**src/rtl/vm_pkg.sv**
```systemverilog
// vm_pkg: shared definitions for the change dispenser
//   NUM_DENOM  number of coin/note denominations held in inventory
//   TIMEOUT    cycles allowed in EJECT without an ejector acknowledge
//   state_t    FSM state codes (5..7 are illegal and recover to IDLE)
//   denom()    value of a denomination index, in units of 10 sen
package vm_pkg;
    localparam int NUM_DENOM = 6;
    localparam logic [7:0] TIMEOUT = 8'd255;
    typedef enum logic [2:0] {
        IDLE   = 3'd0,
        SELECT = 3'd1,
        EJECT  = 3'd2,
        DONE   = 3'd3,
        FAULT  = 3'd4
    } state_t;
    function automatic logic [9:0] denom(input logic [2:0] i);
        return i == 3'd0 ? 10'd100 :
               i == 3'd1 ? 10'd50  :
               i == 3'd2 ? 10'd20  :
               i == 3'd3 ? 10'd10  :
               i == 3'd4 ? 10'd5   : 10'd1;
    endfunction
endpackage

```
**src/rtl/denom_picker.sv**
```systemverilog
// denom_picker: combinational choice of the largest payable denomination in stock
//   rem    amount still to pay
//   inv    packed 8-bit inventory counters, index 0 in the low byte
//   found  some denomination fits rem and has stock
//   index  lowest such index (largest value)
module denom_picker
    import vm_pkg::*;
(
    input  logic [9:0]             rem,
    input  logic [NUM_DENOM*8-1:0] inv,
    output logic                   found,
    output logic [2:0]             index
);
    // scan from the smallest value upward so the largest fitting one wins
    always_comb begin
        found = 1'b0;
        index = 3'd0;
        for (int i = NUM_DENOM - 1; i >= 0; i--) begin
            if (denom(3'(i)) <= rem && inv[i*8 +: 8] != 8'd0) begin
                found = 1'b1;
                index = 3'(i);
            end
        end
    end
endmodule

```
**src/rtl/change_dispenser.sv**
```systemverilog
// change_dispenser: greedy change payout FSM driving a one-unit ejector
//   clk, rst            clock; asynchronous active-low reset
//   start, amount       payout request and amount (units of 10 sen), taken in IDLE
//   maintenance         enables refill, clears FAULT
//   refill, refill_sel, refill_cnt   saturating inventory load strobe
//   eject_ack           ejector has released one unit
//   eject_req, eject_sel            ejector request and denomination index
//   busy, done, shortfall, remainder, fault, state   status outputs
module change_dispenser
    import vm_pkg::*;
(
    input  logic       clk,
    input  logic       rst,
    input  logic       start,
    input  logic [9:0] amount,
    input  logic       maintenance,
    input  logic       refill,
    input  logic [2:0] refill_sel,
    input  logic [7:0] refill_cnt,
    input  logic       eject_ack,
    output logic       eject_req,
    output logic [2:0] eject_sel,
    output logic       busy,
    output logic       done,
    output logic       shortfall,
    output logic [9:0] remainder,
    output logic       fault,
    output logic [2:0] state
);
    state_t                 st;
    logic [9:0]             rem;
    logic [7:0]             inv [NUM_DENOM];
    logic [7:0]             tmo;
    logic [NUM_DENOM*8-1:0] inv_vec;
    logic                   found;
    logic [2:0]             pick;
    logic                   sel_ok;
    logic [2:0]             sel_idx;
    logic [8:0]             sum;

    for (genvar g = 0; g < NUM_DENOM; g++) begin : g_pack
        assign inv_vec[g*8 +: 8] = inv[g];
    end

    assign state   = st;
    assign sel_ok  = refill_sel < 3'(NUM_DENOM);
    assign sel_idx = sel_ok ? refill_sel : 3'd0;
    assign sum     = {1'b0, inv[sel_idx]} + {1'b0, refill_cnt};

    denom_picker u_picker (
        .rem   (rem),
        .inv   (inv_vec),
        .found (found),
        .index (pick)
    );

    always_ff @(posedge clk or negedge rst) begin
        if (!rst) begin
            st        <= IDLE;
            rem       <= 10'd0;
            tmo       <= 8'd0;
            for (int i = 0; i < NUM_DENOM; i++) inv[i] <= 8'd0;
            eject_req <= 1'b0;
            eject_sel <= 3'd0;
            busy      <= 1'b0;
            done      <= 1'b0;
            shortfall <= 1'b0;
            remainder <= 10'd0;
            fault     <= 1'b0;
        end else begin
            done      <= 1'b0;
            shortfall <= 1'b0;
            case (st)
                IDLE: begin
                    if (start && !maintenance) begin
                        rem  <= amount;
                        st   <= SELECT;
                        busy <= 1'b1;
                    end else if (maintenance && refill && sel_ok) begin
                        inv[sel_idx] <= sum[8] ? 8'hff : sum[7:0];
                    end
                end
                SELECT: begin
                    if (found) begin
                        st        <= EJECT;
                        eject_req <= 1'b1;
                        eject_sel <= pick;
                        tmo       <= 8'd0;
                    end else begin
                        st        <= DONE;
                        done      <= 1'b1;
                        shortfall <= rem != 10'd0;
                        remainder <= rem;
                    end
                end
                EJECT: begin
                    // selection guarantees denom <= rem and inv > 0, so no underflow
                    if (eject_ack) begin
                        rem            <= rem - denom(eject_sel);
                        inv[eject_sel] <= inv[eject_sel] - 8'd1;
                        eject_req      <= 1'b0;
                        st             <= SELECT;
                    end else if (tmo == TIMEOUT - 8'd1) begin
                        eject_req <= 1'b0;
                        fault     <= 1'b1;
                        st        <= FAULT;
                    end else begin
                        tmo <= tmo + 8'd1;
                    end
                end
                DONE: begin
                    st   <= IDLE;
                    busy <= 1'b0;
                end
                FAULT: begin
                    if (maintenance) begin
                        st    <= IDLE;
                        fault <= 1'b0;
                        busy  <= 1'b0;
                    end
                end
                default: begin
                    st        <= IDLE;
                    busy      <= 1'b0;
                    eject_req <= 1'b0;
                    fault     <= 1'b0;
                end
            endcase
        end
    end
endmodule

```
**config.mk**
```make
export PLATFORM = sky130hd
export DESIGN_NAME = change_dispenser
export DESIGN_NICKNAME = d
export VERILOG_FILES = /design/src/rtl/vm_pkg.sv /design/src/rtl/denom_picker.sv /design/src/rtl/change_dispenser.sv
export SDC_FILE = /design/constraint.sdc
export NUM_CORES = 1
export LEC_CHECK = 0
export CAP_MARGIN = 15
export CORE_UTILIZATION = 40
export CTS_CLUSTER_SIZE = 12
export DETAILED_ROUTE_END_ITERATION = 7
export HOLD_SLACK_MARGIN = 0.12
export SKIP_LAST_GASP = 1
export SYNTH_ARGS = -nofsm -noshare
export SYNTH_HDL_FRONTEND = slang
export SYNTH_SLANG_ARGS = --single-unit
```
**constraint.sdc**
```tcl
create_clock -name clk -period 7.6 [get_ports clk]
set_clock_uncertainty 0.15 [all_clocks]
set_input_delay 0.76 -clock clk [delete_from_list [all_inputs] [get_ports clk]]
set_output_delay 0.76 -clock clk [all_outputs]
set_load 0.005 [all_outputs]
```
* After elaboration in Yosys (flattened, before gate mapping)
Index checks and enable logic that the tools add are counted.
Word-level totals: flip-flop bits (word level) 87, output and inout port bits 21, bits of input ports 27, logic and storage cells 153
Cells by class: add/sub/neg operators 4, eq/ne operators 19, bitwise operators 6, muxes and demuxes 62, reductions and logical operators 35, magnitude comparators 11
Operators by type and width (count):
- 2-to-1 mux 48 bit | 3
- bitwise mux 48 bit | 2
- one-hot mux 48 bit (2 select lines) | 1
- 2-to-1 mux 8 bit | 10
- binary-select mux 8 bit (select 3 bit) | 2
- demux 8 bit (select 3 bit) | 2
- nonzero test 8 bit | 6
- 2-to-1 mux 3 bit | 12
- 2-to-1 mux 10 bit | 2
- one-hot mux 10 bit (2 select lines) | 1
- 2-to-1 mux 1 bit | 18
- inequality test 2 bit, second input constant | 9
- one-hot mux 8 bit (2 select lines) | 1
- == test 3 x 2 -> 1 bit, second input constant | 4
- one-hot mux 3 bit (4 select lines) | 1
- AND reduction 3 bit | 4
- AND reduction 4 bit | 3
- logical AND 1 bit | 11
- less-or-equal comparator 1 x 10 -> 1 bit, first input constant | 1
- less-or-equal comparator 3 x 10 -> 1 bit, first input constant | 1
- less-or-equal comparator 4 x 10 -> 1 bit, first input constant | 1
- less-or-equal comparator 5 x 10 -> 1 bit, first input constant | 1
- less-or-equal comparator 6 x 10 -> 1 bit, first input constant | 1
- less-or-equal comparator 7 x 10 -> 1 bit, first input constant | 1
- 25 further kinds | 39

* Logic depth before layout (Yosys ltp)
word-level depth 12, depth in mapped cells 16, gate-level depth less buffers 14

* By module
A second synthesis with hierarchy kept.
Second synthesis, totals: cells, all modules 636, area, all modules 5880.6 µm²
By module, submodules not included:
- change_dispenser | sequential area each 2177.1 µm², area an instance 5576.6 µm², cells an instance 594, times used 1
- denom_picker | sequential area each 0.0 µm², area an instance 304.0 µm², cells an instance 42, times used 1

* Worst setup path before layout
OpenSTA, ideal clock, no wires.
kind in2reg, start point in refill_sel[1], end point reg inv[42] (netlist name), arrival 3.844 ns, path buffers 1, slack 3.480 ns, required time 7.324 ns, library setup time 0.126 ns, cell stages on the path 15, cell sequence ha_1 > nor2b_1 > clkbuf_1 > mux4_2 > nand2b_1 > o21ai_0 > ha_1 > inv_1 > fa_1 > nor2b_1 > o31a_1 > nand2b_1 > a31oi_1 > o21ai_0 > a221o_1
Between the ends: word-level cells in the longest chain between the ends 12
Ends and longest elaborated chain:
- from (decl) | RTL line change_dispenser.sv:18 | input logic [2:0] refill_sel,
- < comparator 3 bit | RTL line change_dispenser.sv:46 | assign sel_ok = refill_sel < 3'(NUM_DENOM);
- 2-to-1 mux 3 bit | RTL line change_dispenser.sv:47 | assign sel_idx = sel_ok ? refill_sel : 3'd0;
- NOT 3 -> 4 bit | RTL line change_dispenser.sv:48, change_dispenser.sv:80
- binary-select mux 8 bit (select 3 bit) | RTL line change_dispenser.sv:48 | assign sum = {1'b0, inv[sel_idx]} + {1'b0, refill_cnt};
- 2-to-1 mux 8 bit (implied by the code) (2 in series) | RTL line change_dispenser.sv:48
- adder 8 x 8 -> 9 bit | RTL line change_dispenser.sv:48
- 2-to-1 mux 8 bit | RTL line change_dispenser.sv:80 | inv[sel_idx] <= sum[8] ? 8'hff : sum[7:0];
- bitwise mux 48 bit | RTL line change_dispenser.sv:80
- 2-to-1 mux 48 bit | RTL line change_dispenser.sv:79 | end else if (maintenance && refill && sel_ok) begin
- 2-to-1 mux 48 bit | RTL line change_dispenser.sv:75 | if (start && !maintenance) begin
- one-hot mux 48 bit (2 select lines) | RTL line change_dispenser.sv:73 | case (st)
- to (signal, indexed assignment) | RTL line change_dispenser.sv:80
- to (signal, indexed assignment) | RTL line change_dispenser.sv:100 | inv[eject_sel] <= inv[eject_sel] - 8'd1;
- to (decl) | RTL line change_dispenser.sv:32 | logic [7:0] inv [NUM_DENOM];
Parallel ways exist; a longest one is shown, timed or not. The select of a mux whose other input is x is not followed. A chain may end at the register's enable or synchronous reset.

* Final worst setup path
start point in refill_sel[1], end point reg inv[40] (netlist name)
Same word-level chain as after synthesis.

==> reports/qor.yml <==
grt:
  antenna_found_initial: 0
  grt_start_max_net_pins: 79
  grt_use_total: 0.261
  grt.overflow.total: 0
  grt_pass1_wl_um: 29400
  grt_pass1_vias: 5366
pwr:
  p_leak_uw: 0.00288
  powerDensity_nw_per_um2: 442
  ir_worst_vdd_mv: 0.190
clock_network:
  max-clock-path-buffers: 2
  numCtsBuffers: 9
  clk_pin_slew_ps: 60
  htree_levels: 3
  cts.sinks: 87
  root_buffer: "clkbuf_16"
  tritoncts: "built"
  clk_latency_ps: 350
  post_cts_buffers: 0
logic_synthesis:
  netlist_instances: 630
  yosysWarnings: 0
  ys_seq_area_frac: 0.372
  ys_seq_elements: 87
  yosysTopAreaCellShare: 0.372
  synth.area.top_cells: "dfrtp_1 37%, nand2_1 5.2%, o221ai_1 5.1%"
  synth.distinct_cells: 67
  synth_ff_type: "dfrtp_1"
  syn_area_per_cell_sq_um: 9.29
  yosysTopAreaCell: "dfrtp_1"
  synthArstFlopShare: 1.00
  syn-num-nets: 680
  synth_area_sq_um: 5850
  synth_edf_count: 0
sta:
  report.final.slew_viol_count: 0
  maxSlewHeadroom: 0.295
  fmax_mhz: 223
  layout_min_cycle_time_ps: 4490
  setup-tns-final_ps: 0
  hold_slack_ps: 337
  setup_viol: 0
  period_share: 0.590
  hold_viol_final: 0
  rsz0062_at_grt: "false"
  worstMarginPinSlew_ps: 1060
placement:
  port_buffers: 47
  gp_congestion: 0.963
  post-dp-hpwl_um: 13300
floorplanning:
  row_count: 43
  initial_utilization: 0.415
  dieWidth_um: 123
  die_h_um: 123
  ios: 48
  dieArea_sq_um: 15100
  coreArea_sq_um: 14100
routing:
  ant_nets: 0
  drc: 0
  routed_wl_um: 18400
  wl_per_cell_um: 21.6
  first_pass_iters: 5
  route.vias.total: 5369
  via_per_inst: 6.30
  initialDrtViolationCount: 539
worst_hold_path:
  hold_path_end: "tmo[3]"
  hold_path_depth: 1
  hold_path_class: "reg -> reg"
  worstHoldStart: "tmo[3]"
critical_path:
  worst_ep_arrival_time_ps: 4510
  worst_setup_path_end_kind: "flip-flop"
  reg2reg_depth: 9
  cp_slowest_cell: "mux4_2"
  cp_cell_sequence: "clkdlybuf4s50_1 -> ha_1 -> nor2b_1 -> buf_4 -> mux4_2 -> nand2b_1 -> o21ai_0 -> ha_1 -> inv_1 -> fa_1 -> nor2b_1 -> o31a_1 -> nand2b_1 -> a31o_2 -> nor2_1 -> o221ai_1"
  path_depth: 16
  rrSetupSlack_ps: 4030
  crit_family: "simple AND/OR/NAND/NOR gates"
  path_buf_inv: 3
  start_kind: "primary input"
  cp_max_fo: 10
  crit_type: "in -> reg"
  timing.rr.end: "inv[46]"
  crit_required_ps: 7620
  timing.rr.start: "eject_sel[2]"
  slowest_delay_ps: 520
final_layout:
  fin_nets: 719
  antenna_cells: 0
  mostFrequentLayoutCells: "87 x dfrtp_1, 81 x nand2_1, 46 x clkdlybuf4s50_1"
  mostFrequentLayoutCell: "dfrtp_1"
  area_delta_synth_final_pct: 15.4
  fillerInstances: 1341
  drive_gt1_frac: 0.0804
flow_run:
  cap_violations: 0
run_status:
  status: "completed"
## final cells by class
| cell class | count | area [sq um] | area share |
|---|---|---|---|
| multi-input cells | 492 | 3480 | 0.515 |
| flip-flops and latches | 87 | 2180 | 0.322 |
| repair buffers | 54 | 523 | 0.0774 |
| clock buffers | 10 | 229 | 0.0339 |
| well taps | 180 | 225 | 0.0333 |
| inverters | 25 | 93.8 | 0.0139 |
| clock inverters | 4 | 25.0 | 0.00371 |
## synth_stat cells (all sizes together) (6+ instances only)
library cell and number:
mux4 12, nand2b 20, nor3 12, nor2 45
dfrtp 87, a221o 7, nand3 14, a31oi 9
nand2 81, o21ai 43, o221ai 34, clkbuf 21
mux2 13, xnor2 6, xor2 7, and3 11
a21oi 23, nor2b 9, a22oi 10, and2 6
mux2i 23, nor4 14, inv 25, ha 21
## worst max-delay path by stage
stage                             start      end  slack, ps
after floorplan           refill_sel[1]  inv[42]       3480
after global placement    refill_sel[1]  inv[42]       2900
after detailed placement  refill_sel[1]  inv[40]       2800
after CTS                 refill_sel[1]  inv[40]       3160
after global routing      refill_sel[1]   inv[2]       2880
final                     refill_sel[1]  inv[40]       3110
## kinds of logic (layout without fill, tap and decap cells)
group,after synthesis,count (layout),synth area share
adder cells (fa/ha/maj),23,23,0.0517
buffers and inverters,51,93,0.0336
AO/OA/AOI/OAI,182,182,0.223
flip-flops,87,87,0.372
XOR/XNOR,13,13,0.0227
multiplexers,48,48,0.110
AND/OR/NAND/NOR,226,226,0.187
## stage by stage
stage,setup slack [ps],power (uW),instances,instance area [sq um],util
2_1_floorplan,3480,2020,630,5850,-
3_3_place_gp,2900,2510,837,6490,0.460
3_5_place_dp,2800,2550,837,6490,0.460
4_1_cts,3160,2970,852,6750,0.479
5_1_grt,2880,3210,852,6750,0.479
6_report,3110,2990,852,6750,0.479
## state kept, by name (all words and copies together), names as in the netlist
register,count
eject_req,1
state,3
rem,10
eject_sel,3
remainder,10
tmo,8
fault,1
busy,1
shortfall,1
inv,48
done,1
## what timing repair did
| action | CTS | global route |
|---|---|---|
| hold buffers | 1 | 0 |
| endpoints found under the hold margin | 9 | 0 |
| gates resized for setup | 0 | 0 |
## power by group
group	internal (uW)	leakage (uW)	switching, uW
sequential	637	0.00112	263
combinational	688	0.00164	992
clock	217	0.000120	190
## routing by layer
metal	global-route usage	wire length, um
met5	0	0
met4	0.120	515
met3	0.0383	1420
met2	0.410	8600
met1	0.355	7880
Note: power is estimated with default switching activity, not from simulation.
